$ cat config.mk
export PLATFORM = sky130hd
export DESIGN_NAME = axi_lite_initiator
export DESIGN_NICKNAME = d
export VERILOG_FILES = /design/src/rtl/axi_lite_pkg.sv /design/src/rtl/axi_lite_initiator_wr_track.sv /design/src/rtl/axi_lite_initiator.sv
export SDC_FILE = /design/constraint.sdc
export NUM_CORES = 1
export LEC_CHECK = 0
export CAP_MARGIN = 0
export CORE_MARGIN = 3
export CORE_UTILIZATION = 33
export CTS_CLUSTER_DIAMETER = 120
export DETAILED_ROUTE_END_ITERATION = 7
export GPL_TIMING_DRIVEN = 0
export PLACE_DENSITY_LB_ADDON = 0.2
export REMOVE_ABC_BUFFERS = 1
export SETUP_SLACK_MARGIN = 0.1
export SKIP_CTS_REPAIR_TIMING = 1
export SLEW_MARGIN = 20
export SYNTH_ARGS = -nofsm -noshare
export SYNTH_HDL_FRONTEND = slang
export SYNTH_HIERARCHICAL = 1
export SYNTH_SLANG_ARGS = --single-unit
$ cat constraint.sdc
create_clock -name aclk -period 2.1 [get_ports aclk]
set_input_delay 0.63 -clock aclk [delete_from_list [all_inputs] [get_ports aclk]]
set_output_delay 0.63 -clock aclk [all_outputs]
set_load 0.01 [all_outputs]
$ cat src/rtl/axi_lite_pkg.sv
// Shared constants and FSM encoding for the AXI4-Lite initiator.
package axi_lite_pkg;

  localparam logic [1:0] RESP_OKAY   = 2'b00;
  localparam logic [1:0] RESP_EXOKAY = 2'b01;
  localparam logic [1:0] RESP_SLVERR = 2'b10;
  localparam logic [1:0] RESP_DECERR = 2'b11;

  localparam logic [31:0] TIMEOUT_RDATA = 32'hDEAD_0000;

  typedef enum logic [2:0] {
    ST_IDLE,
    ST_WR,
    ST_WR_B,
    ST_RD_A,
    ST_RD_R,
    ST_RSP
  } state_e;

endpackage

$ cat src/rtl/axi_lite_initiator_wr_track.sv
// Tracks completion of the independent AW and W handshakes of one write.
module axi_lite_initiator_wr_track (
  input  logic aclk,
  input  logic areset,
  input  logic active,
  input  logic aw_hs,
  input  logic w_hs,
  output logic aw_done,
  output logic w_done,
  output logic both_done
);

  logic aw_done_q, aw_done_d;
  logic w_done_q, w_done_d;

  // Flags self-clear whenever the FSM is outside the write address/data phase.
  always_comb begin
    aw_done_d = active & (aw_done_q | aw_hs);
    w_done_d  = active & (w_done_q | w_hs);
  end

  always_ff @(posedge aclk) begin
    if (areset) begin
      aw_done_q <= 1'b0;
      w_done_q  <= 1'b0;
    end else begin
      aw_done_q <= aw_done_d;
      w_done_q  <= w_done_d;
    end
  end

  assign aw_done   = aw_done_q;
  assign w_done    = w_done_q;
  assign both_done = aw_done_d & w_done_d;

endmodule

$ cat src/rtl/axi_lite_initiator.sv
// Single-outstanding AXI4-Lite master bridging a valid/ready request port.
// Optional channel watchdog enabled by AXI_LITE_INITIATOR_TIMEOUT_EN.
module axi_lite_initiator
  import axi_lite_pkg::*;
#(
  parameter int ADDR_WIDTH  = 32,
`ifdef AXI_LITE_INITIATOR_TIMEOUT_EN
  parameter int TIMEOUT_CYC = 1024,
`endif
  parameter int DATA_WIDTH  = 32
) (
  input  logic                    aclk,
  input  logic                    areset,
  input  logic                    req_valid,
  output logic                    req_ready,
  input  logic                    req_write,
  input  logic [ADDR_WIDTH-1:0]   req_addr,
  input  logic [DATA_WIDTH-1:0]   req_wdata,
  input  logic [DATA_WIDTH/8-1:0] req_wstrb,
  output logic                    rsp_valid,
  input  logic                    rsp_ready,
  output logic [DATA_WIDTH-1:0]   rsp_rdata,
  output logic [1:0]              rsp_resp,
  output logic [ADDR_WIDTH-1:0]   m_axi_awaddr,
  output logic [2:0]              m_axi_awprot,
  output logic                    m_axi_awvalid,
  input  logic                    m_axi_awready,
  output logic [DATA_WIDTH-1:0]   m_axi_wdata,
  output logic [DATA_WIDTH/8-1:0] m_axi_wstrb,
  output logic                    m_axi_wvalid,
  input  logic                    m_axi_wready,
  input  logic [1:0]              m_axi_bresp,
  input  logic                    m_axi_bvalid,
  output logic                    m_axi_bready,
  output logic [ADDR_WIDTH-1:0]   m_axi_araddr,
  output logic [2:0]              m_axi_arprot,
  output logic                    m_axi_arvalid,
  input  logic                    m_axi_arready,
  input  logic [DATA_WIDTH-1:0]   m_axi_rdata,
  input  logic [1:0]              m_axi_rresp,
  input  logic                    m_axi_rvalid,
  output logic                    m_axi_rready
);

  state_e                  state_q, state_d;
  logic [ADDR_WIDTH-1:0]   addr_q, addr_d;
  logic [DATA_WIDTH-1:0]   wdata_q, wdata_d;
  logic [DATA_WIDTH/8-1:0] wstrb_q, wstrb_d;
  logic [DATA_WIDTH-1:0]   rdata_q, rdata_d;
  logic [1:0]              resp_q, resp_d;
  logic                    wr_active, aw_hs, w_hs, aw_done, w_done, both_done;
  logic                    timeout;

  assign wr_active = (state_q == ST_WR);
  assign aw_hs     = m_axi_awvalid & m_axi_awready;
  assign w_hs      = m_axi_wvalid & m_axi_wready;

  axi_lite_initiator_wr_track u_wr_track (
    .aclk      (aclk),
    .areset    (areset),
    .active    (wr_active),
    .aw_hs     (aw_hs),
    .w_hs      (w_hs),
    .aw_done   (aw_done),
    .w_done    (w_done),
    .both_done (both_done)
  );

`ifdef AXI_LITE_INITIATOR_TIMEOUT_EN
  localparam int CNT_W = (TIMEOUT_CYC > 2) ? $clog2(TIMEOUT_CYC) : 1;
  localparam logic [CNT_W-1:0] CNT_LAST = CNT_W'(TIMEOUT_CYC - 1);

  logic [CNT_W-1:0] cnt_q, cnt_d;
  logic             waiting;

  assign waiting = state_q inside {ST_WR, ST_WR_B, ST_RD_A, ST_RD_R};
  assign timeout = waiting && (cnt_q == CNT_LAST);

  // Restarts from zero on every state change so each channel gets a full budget.
  always_comb begin
    cnt_d = '0;
    if (waiting && (state_d == state_q)) cnt_d = cnt_q + 1'b1;
  end

  always_ff @(posedge aclk) begin
    if (areset) cnt_q <= '0;
    else        cnt_q <= cnt_d;
  end
`else
  assign timeout = 1'b0;
`endif

  always_ff @(posedge aclk) begin
    if (areset) state_q <= ST_IDLE;
    else        state_q <= state_d;
  end

  always_comb begin
    state_d = state_q;
    addr_d  = addr_q;
    wdata_d = wdata_q;
    wstrb_d = wstrb_q;
    rdata_d = rdata_q;
    resp_d  = resp_q;
    case (state_q)
      ST_IDLE: if (req_valid) begin
        addr_d  = req_addr;
        wdata_d = req_wdata;
        wstrb_d = req_wstrb;
        state_d = req_write ? ST_WR : ST_RD_A;
      end
      ST_WR:   if (both_done) state_d = ST_WR_B;
      ST_WR_B: if (m_axi_bvalid) begin
        resp_d  = m_axi_bresp;
        rdata_d = '0;
        state_d = ST_RSP;
      end
      ST_RD_A: if (m_axi_arready) state_d = ST_RD_R;
      ST_RD_R: if (m_axi_rvalid) begin
        rdata_d = m_axi_rdata;
        resp_d  = m_axi_rresp;
        state_d = ST_RSP;
      end
      ST_RSP:  if (rsp_ready) state_d = ST_IDLE;
      default: state_d = ST_IDLE;
    endcase
    // Abort wins over any handshake landing in the same cycle.
    if (timeout) begin
      state_d = ST_RSP;
      resp_d  = RESP_SLVERR;
      rdata_d = DATA_WIDTH'(TIMEOUT_RDATA);
    end
  end

  always_ff @(posedge aclk) begin
    if (areset) begin
      addr_q  <= '0;
      wdata_q <= '0;
      wstrb_q <= '0;
      rdata_q <= '0;
      resp_q  <= RESP_OKAY;
    end else begin
      addr_q  <= addr_d;
      wdata_q <= wdata_d;
      wstrb_q <= wstrb_d;
      rdata_q <= rdata_d;
      resp_q  <= resp_d;
    end
  end

  always_comb begin
    req_ready     = (state_q == ST_IDLE);
    m_axi_awvalid = wr_active & ~aw_done;
    m_axi_wvalid  = wr_active & ~w_done;
    m_axi_bready  = (state_q == ST_WR_B);
    m_axi_arvalid = (state_q == ST_RD_A);
    m_axi_rready  = (state_q == ST_RD_R);
    rsp_valid     = (state_q == ST_RSP);
  end

  assign m_axi_awaddr = addr_q;
  assign m_axi_araddr = addr_q;
  assign m_axi_wdata  = wdata_q;
  assign m_axi_wstrb  = wstrb_q;
  assign m_axi_awprot = 3'b000;
  assign m_axi_arprot = 3'b000;
  assign rsp_rdata    = rdata_q;
  assign rsp_resp     = resp_q;

endmodule

==> flow_summary.toml, run 1 <==
[power]
total_power_w = 0.007442
p_clk_share_pct = 24.2
p_comb_share_pct = 40.2
p_leak_nw = 2.687
netSwitchingFraction_pct = 32.86
power_density_mw_per_mm2 = 1055
power_frac_seq_pct = 35.6
internal-power_w = 0.004997
ir_drop_uv = 459.5
p_switching_w = 0.002445

[synth]
synth_common_cells = "nand2_1 (137), dfxtp_1 (107), a21oi_1 (72)"
synth_top_cell_by_area = "dfxtp_1"
async_reset_ff_share_pct = 0
avgSynthCellArea_um2 = 8.276
synth.area.top_cells = "dfxtp_1 (51%), nand2_1 (12%), a21oi_1 (8.7%)"
synth_most_common_cell = "nand2_1"
yosysUniqueCellTypes = 31
synth_top_area_share_pct = 51.46
ys_ff_latch = 107
synth_area_mm2 = 0.004163
synthCells = 503
synth_edf_count = 0
ys_seq_area_share_pct = 51.46
yosys_warnings = 6
ys.flop_type = "dfxtp_1"

[placement]
dp.final_hpwl_um = 9394
port_buffers = 254
gp_congestion = 0.8023
placedCellCount = 857
pre_cts_slack_ns = -0.4402

[cells_and_area]
drive_above_1_share_pct = 8.472
area_growth_pct = 69.43
final_util_pct = 57.99
instances_no_fill = 888
final_nets = 830
diodes = 0

[timing]
worst_slack_ns = 0.1491
fin_setup_tns_ns = 0
slew_violations = 0
setup_viol = 0
fin_crit_sh_pct = 92.90
finalCriticalPeriod_ns = 1.951
tightest_slew_ns = 0.7429
rsz0062_at_grt = "yes"
slew_headroom_pct = 50.48
skew_ns = 0.006421
hold_violations = 0
fmax_ghz = 0.5126

[route]
drc = 0
ant_nets = 0
drt-initial-drc-count = 231
avgRoutedWirePerCell_um = 14.86
routed_wl_um = 13190
drt_first_pass_iters = 4
vias_per_cell = 4.599
routed-via-count = 4084

[clock_tree]
cts_buffer_depth = 2
worst_skew_pair.late_latency_ns = 0.34
cts_root_buffer = "clkbuf_16"
cts.clk_slew.worst_paths_ns = 0.07
htreeDepth = 3
cts_inserted_buffers = 9
cts_tree = "built"
clock_sinks = 107

[setup_path]
cpPeakStageDelay_ns = 0.39
crit_type = "register to register"
crit_path_end_kind = "register"
worstPathMaxFanout = 11
crit_required_ns = 2.36
rrSetupSlack_ns = 0.15
cpMostUsedCell = "nor2_2"
rr_endpoint = "state_q[2]$_SDFFE_PP0P_"
crit_family = "compound AO/OA/AOI/OAI gates"
rr_worst_depth = 10
r2r-start = "state_q[1]$_SDFFE_PP0P_"
cp_num_buf_inv = 1
crit_chain = "inv_2 -> nand3_2 -> nor2_2 -> and2_4 -> nor2_2 -> nor3b_2 -> mux2_4 -> o22ai_4 -> a211o_1 -> a221oi_2"
start_kind = "register"
cp_slowest_cell = "dfxtp_4"
cp.arrival_ns = 2.21

[flow_run]
maxCapViolations = 0

[grt]
grt_max_degree = 73
globalRouteOverflowTotal = 0
grtUsageTotal_pct = 18.17
grt_pass1_wl_um = 20510
grt_pass1_vias = 3929
antenna_found_initial = 0

[die]
core-area_mm2 = 0.01216
rows = 40
die_x_um = 118.3
dieArea_mm2 = 0.01400
start_util_pct = 34.23
die_h_um = 118.3
io_pins = 261

[min_path]
holdPathStages = 2
hold_class = "register to register"
min_to = "m_axi_wdata[25]$_SDFFE_PP0P_"
hold_path_startpoint = "m_axi_wdata[25]$_SDFFE_PP0P_"

[run_status]
status = "completed"
[cell usage in the layout, fill, tap and decap left out, types with 2 or more instances in the layout]
| master | count |
|---|---|
| clkdlybuf4s50_1 | 244 |
| nand2_1 | 136 |
| dfxtp_1 | 104 |
| a21oi_1 | 72 |
| nor2_1 | 37 |
| a22oi_1 | 32 |
| buf_4 | 17 |
| clkbuf_16 | 9 |
| dlymetal6s2s_1 | 8 |
| conb_1 | 6 |
| nor2_2 | 4 |
| nand2b_1 | 4 |
| and2_4 | 3 |
| mux2i_1 | 3 |
| dfxtp_4 | 3 |
| inv_1 | 2 |
| nor3_4 | 2 |
| and3_1 | 2 |
| nor3_1 | 2 |
| nand3b_1 | 2 |
| or3b_2 | 2 |
| mux2_2 | 2 |
| clkinv_2 | 2 |
| bufinv_16 | 2 |
[power by group through the flow]
stage | logic (W) | registers [W] | clock network, W
floorplan | 0.00105 | 0.00285 | 0
global placement | 0.00271 | 0.00267 | 0
detailed placement | 0.00276 | 0.00269 | 0
CTS | 0.00276 | 0.00265 | 0.00186
global route | 0.00325 | 0.00270 | 0.00193
finish | 0.00299 | 0.00265 | 0.00180
[layout make-up]
class	instances	area, um2
fillers	1106	5109
repair buffers	272	2718
flip-flops and latches	107	2153
multi-input cells	322	1635
clock buffers	10	239.0
well taps	168	210.2
clock inverters	5	77.57
inverters	4	20.02
[cells by family after synthesis]
logic type,synth area share [%]
simple gates,19.93
buf+inv,11.33
flops,51.46
other cells,0.09008
compound gates,15.66
mux,1.533
[stage by stage]
step           hold slack, ns  cell area [um2]
2_1_floorplan          0.4713             3725
3_3_place_gp           0.4415             6477
3_5_place_dp           0.4455             6534
4_1_cts                0.4551             6850
5_1_grt                0.4683             7053
6_report               0.4517             7053
[registers in the layout (all words and copies together), names as in the netlist]
name,flops
m_axi_wstrb,4
state_q,3
m_axi_wdata,32
u_wr_track/w_done,1
u_wr_track/aw_done,1
m_axi_araddr,32
rsp_rdata,32
rsp_resp,2
[metal layers]
metal  routed length, um  GRT usage [%]  vias to the layer above
li1                    -              -                     2032
met2                7067          32.94                      133
met1                4930          19.27                     1902
met5                   0              0                        -
met4                 240          7.473                        0
met3                 953          5.981                       17
[tightest hold or removal path: stages (launching register included)]
cell     delay (ns)
dfxtp_1        0.31
nand2_1        0.05
a21oi_1        0.05
[worst max path at each step]
| stage | from | endpoint | slack [ns] | depth (start not counted) |
|---|---|---|---|---|
| detailed placement | m_axi_bvalid | rsp_resp[0]$_SDFFE_PP0P_ | -0.44 | 5 |
| CTS | state_q[0]$_SDFFE_PP0P_ | m_axi_wvalid | -0.50 | 3 |
| finish | state_q[1]$_SDFFE_PP0P_ | state_q[2]$_SDFFE_PP0P_ | 0.15 | 10 |
| global route | state_q[1]$_SDFFE_PP0P_ | state_q[2]$_SDFFE_PP0P_ | 0.06 | 10 |
| global placement | areset | u_wr_track/w_done$_SDFF_PP0_ | -2.30 | 3 |
| floorplan | state_q[0]$_SDFFE_PP0P_ | m_axi_araddr[0]$_SDFFE_PP0P_ | -0.17 | 4 |
Note: power is estimated with default switching activity, not from simulation.
==> inputs of run 2 (changes only) <==
CORE_AREA = 3 3 100 102   (was default)
CORE_MARGIN = default   (was 3)
CORE_UTILIZATION = default   (was 33)
DIE_AREA = 0 0 103 105   (was default)
DONT_BUFFER_PORTS = 1   (was default)
==> run 2 against run 1 <==
Effect of this change:
- hold slack lost 0.12 ns
- sequential cell count is the same
- clock skew grew 0.0020 ns
- critical path type unchanged
==> flow_summary.toml, run 2 (synthesis results as in run 1) <==
[die]
core-area_mm2 = 0.009196
die_h_um = 105
dieArea_mm2 = 0.01082
die_x_um = 103
io_pins = 261
rows = 35
start_util_pct = 45.27

[grt]
grtUsageMet1_pct = 19.92
grtUsageTotal_pct = 17.14
globalRoute.busiestLayer = "met2"
grt_pass1_wl_um = 14750
met2_usage_pct = 28.37
globalRouteOverflowTotal = 0
grt_max_degree = 108
grt_pass1_vias = 2905
antenna_found_initial = 0
use_met3_pct = 6.943

[timing]
rsz0062_at_grt = "yes"
hold_violations = 0
tightest_slew_ns = 0.6985
skew_ns = 0.008410
slew_violations = 0
fmax_ghz = 0.5100
slew_headroom_pct = 53.43
finalCriticalPeriod_ns = 1.961
fin_crit_sh_pct = 93.37
setup_viol = 0

[clock_tree]
cts_root_buffer = "clkbuf_8"
cts.clk_slew.worst_paths_ns = 0.11
cts_buffer_depth = 2
worst_skew_pair.late_latency_ns = 0.35
htreeDepth = 3
clock_sinks = 107
cts_inserted_buffers = 9
cts_tree = "built"

[cells_and_area]
final_nets = 570
area_growth_pct = 1.954
final_util_pct = 46.15
diodes = 0
final-seq-area_mm2 = 0.002153
design_area_mm2 = 0.004244
most-common-layout-cells = "nand2_1 (136), dfxtp_1 (104), a21oi_1 (72)"
layout_commonest_cell = "nand2_1"
multi_input_area_mm2 = 0.001638
drive_above_1_share_pct = 11.50
fillerInstances = 926

[route]
ant_nets = 0
drt-initial-drc-count = 191
drt_first_pass_iters = 4
routed-via-count = 3134
avgRoutedWirePerCell_um = 17.49
routed_wl_um = 10010
vias_per_cell = 5.479
drc = 0

[power]
power_density_mw_per_mm2 = 1342
p_leak_nw = 1.543
ir_drop_uv = 853.5

[flow_run]
maxCapViolations = 0

[placement]
gp_congestion = 0.7311
port_buffers = 0
dpl_cell_area_mm2 = 0.003895
dp.final_hpwl_um = 6731

[setup_path]
crit_required_ns = 2.37
start_kind = "register"
crit_path_end_kind = "register"
crit_type = "register to register"
worstPathMaxFanout = 6
cp.arrival_ns = 2.23

[run_status]
status = "completed"

[min_path]
hold_class = "input port to register"
## run 2: report_power, final
part           internal, W  leakage [nW]  switching [W]
clock             0.000514        0.0981       0.000708
sequential         0.00238         0.874       0.000519
combinational     0.000609         0.571       0.000967
## run 2: worst max-delay path, stage by stage, from the launching register on
cell and delay (ns):
dfxtp_4 0.39, inv_4 0.07, nand3_4 0.09, nor2_4 0.15
and2_4 0.15, nor2_2 0.04, nor3b_2 0.18, mux2_4 0.18
o22ai_4 0.07, a211o_1 0.30, a221oi_2 0.24
## run 2: cell type report
class / instances / share of cell area, %
Sequential cell: 107 / 50.74
Multi-Input combinational cell: 322 / 38.59
Clock buffer: 11 / 3.567
Tap cell: 111 / 3.272
Timing Repair Buffer: 12 / 2.241
Clock inverter: 5 / 1.061
Inverter: 4 / 0.5307
## run 2: stage by stage
step / setup WS, ns / hold WS, ns / TNS [ns] / total power [W] / cells
after global routing: 0.04823 / 0.2906 / 0 / 0.006129 / 572
after detailed placement: -0.4572 / 0.4897 / -0.9885 / 0.004300 / 545
after floorplan: -0.1745 / 0.4713 / -11.93 / 0.003896 / 433
after CTS: -0.4761 / 0.3121 / -1.216 / 0.005529 / 561
after global placement: -0.9978 / 0.4829 / -75.78 / 0.004237 / 544
final: 0.1393 / 0.3307 / 0 / 0.005697 / 572
## run 2: per-layer routing
layer | vias up | share of wire (%)
met4 | 0 | 1.8
met2 | 146 | 51
met3 | 18 | 8.7
met5 | - | 0
met1 | 1457 | 39
li1 | 1513 | -
## run 2: final timing paths
| check | startpoint | endpoint | slack (ns) | cells after the start |
|---|---|---|---|---|
| max reg2reg | state_q[1]$_SDFFE_PP0P_ | state_q[2]$_SDFFE_PP0P_ | 0.14 | 10 |
| min reg2reg | m_axi_wdata[24]$_SDFFE_PP0P_ | m_axi_wdata[24]$_SDFFE_PP0P_ | 0.51 | 2 |
| max | state_q[1]$_SDFFE_PP0P_ | state_q[2]$_SDFFE_PP0P_ | 0.14 | 10 |
| min | areset | rsp_rdata[0]$_SDFFE_PP0P_ | 0.33 | 1 |
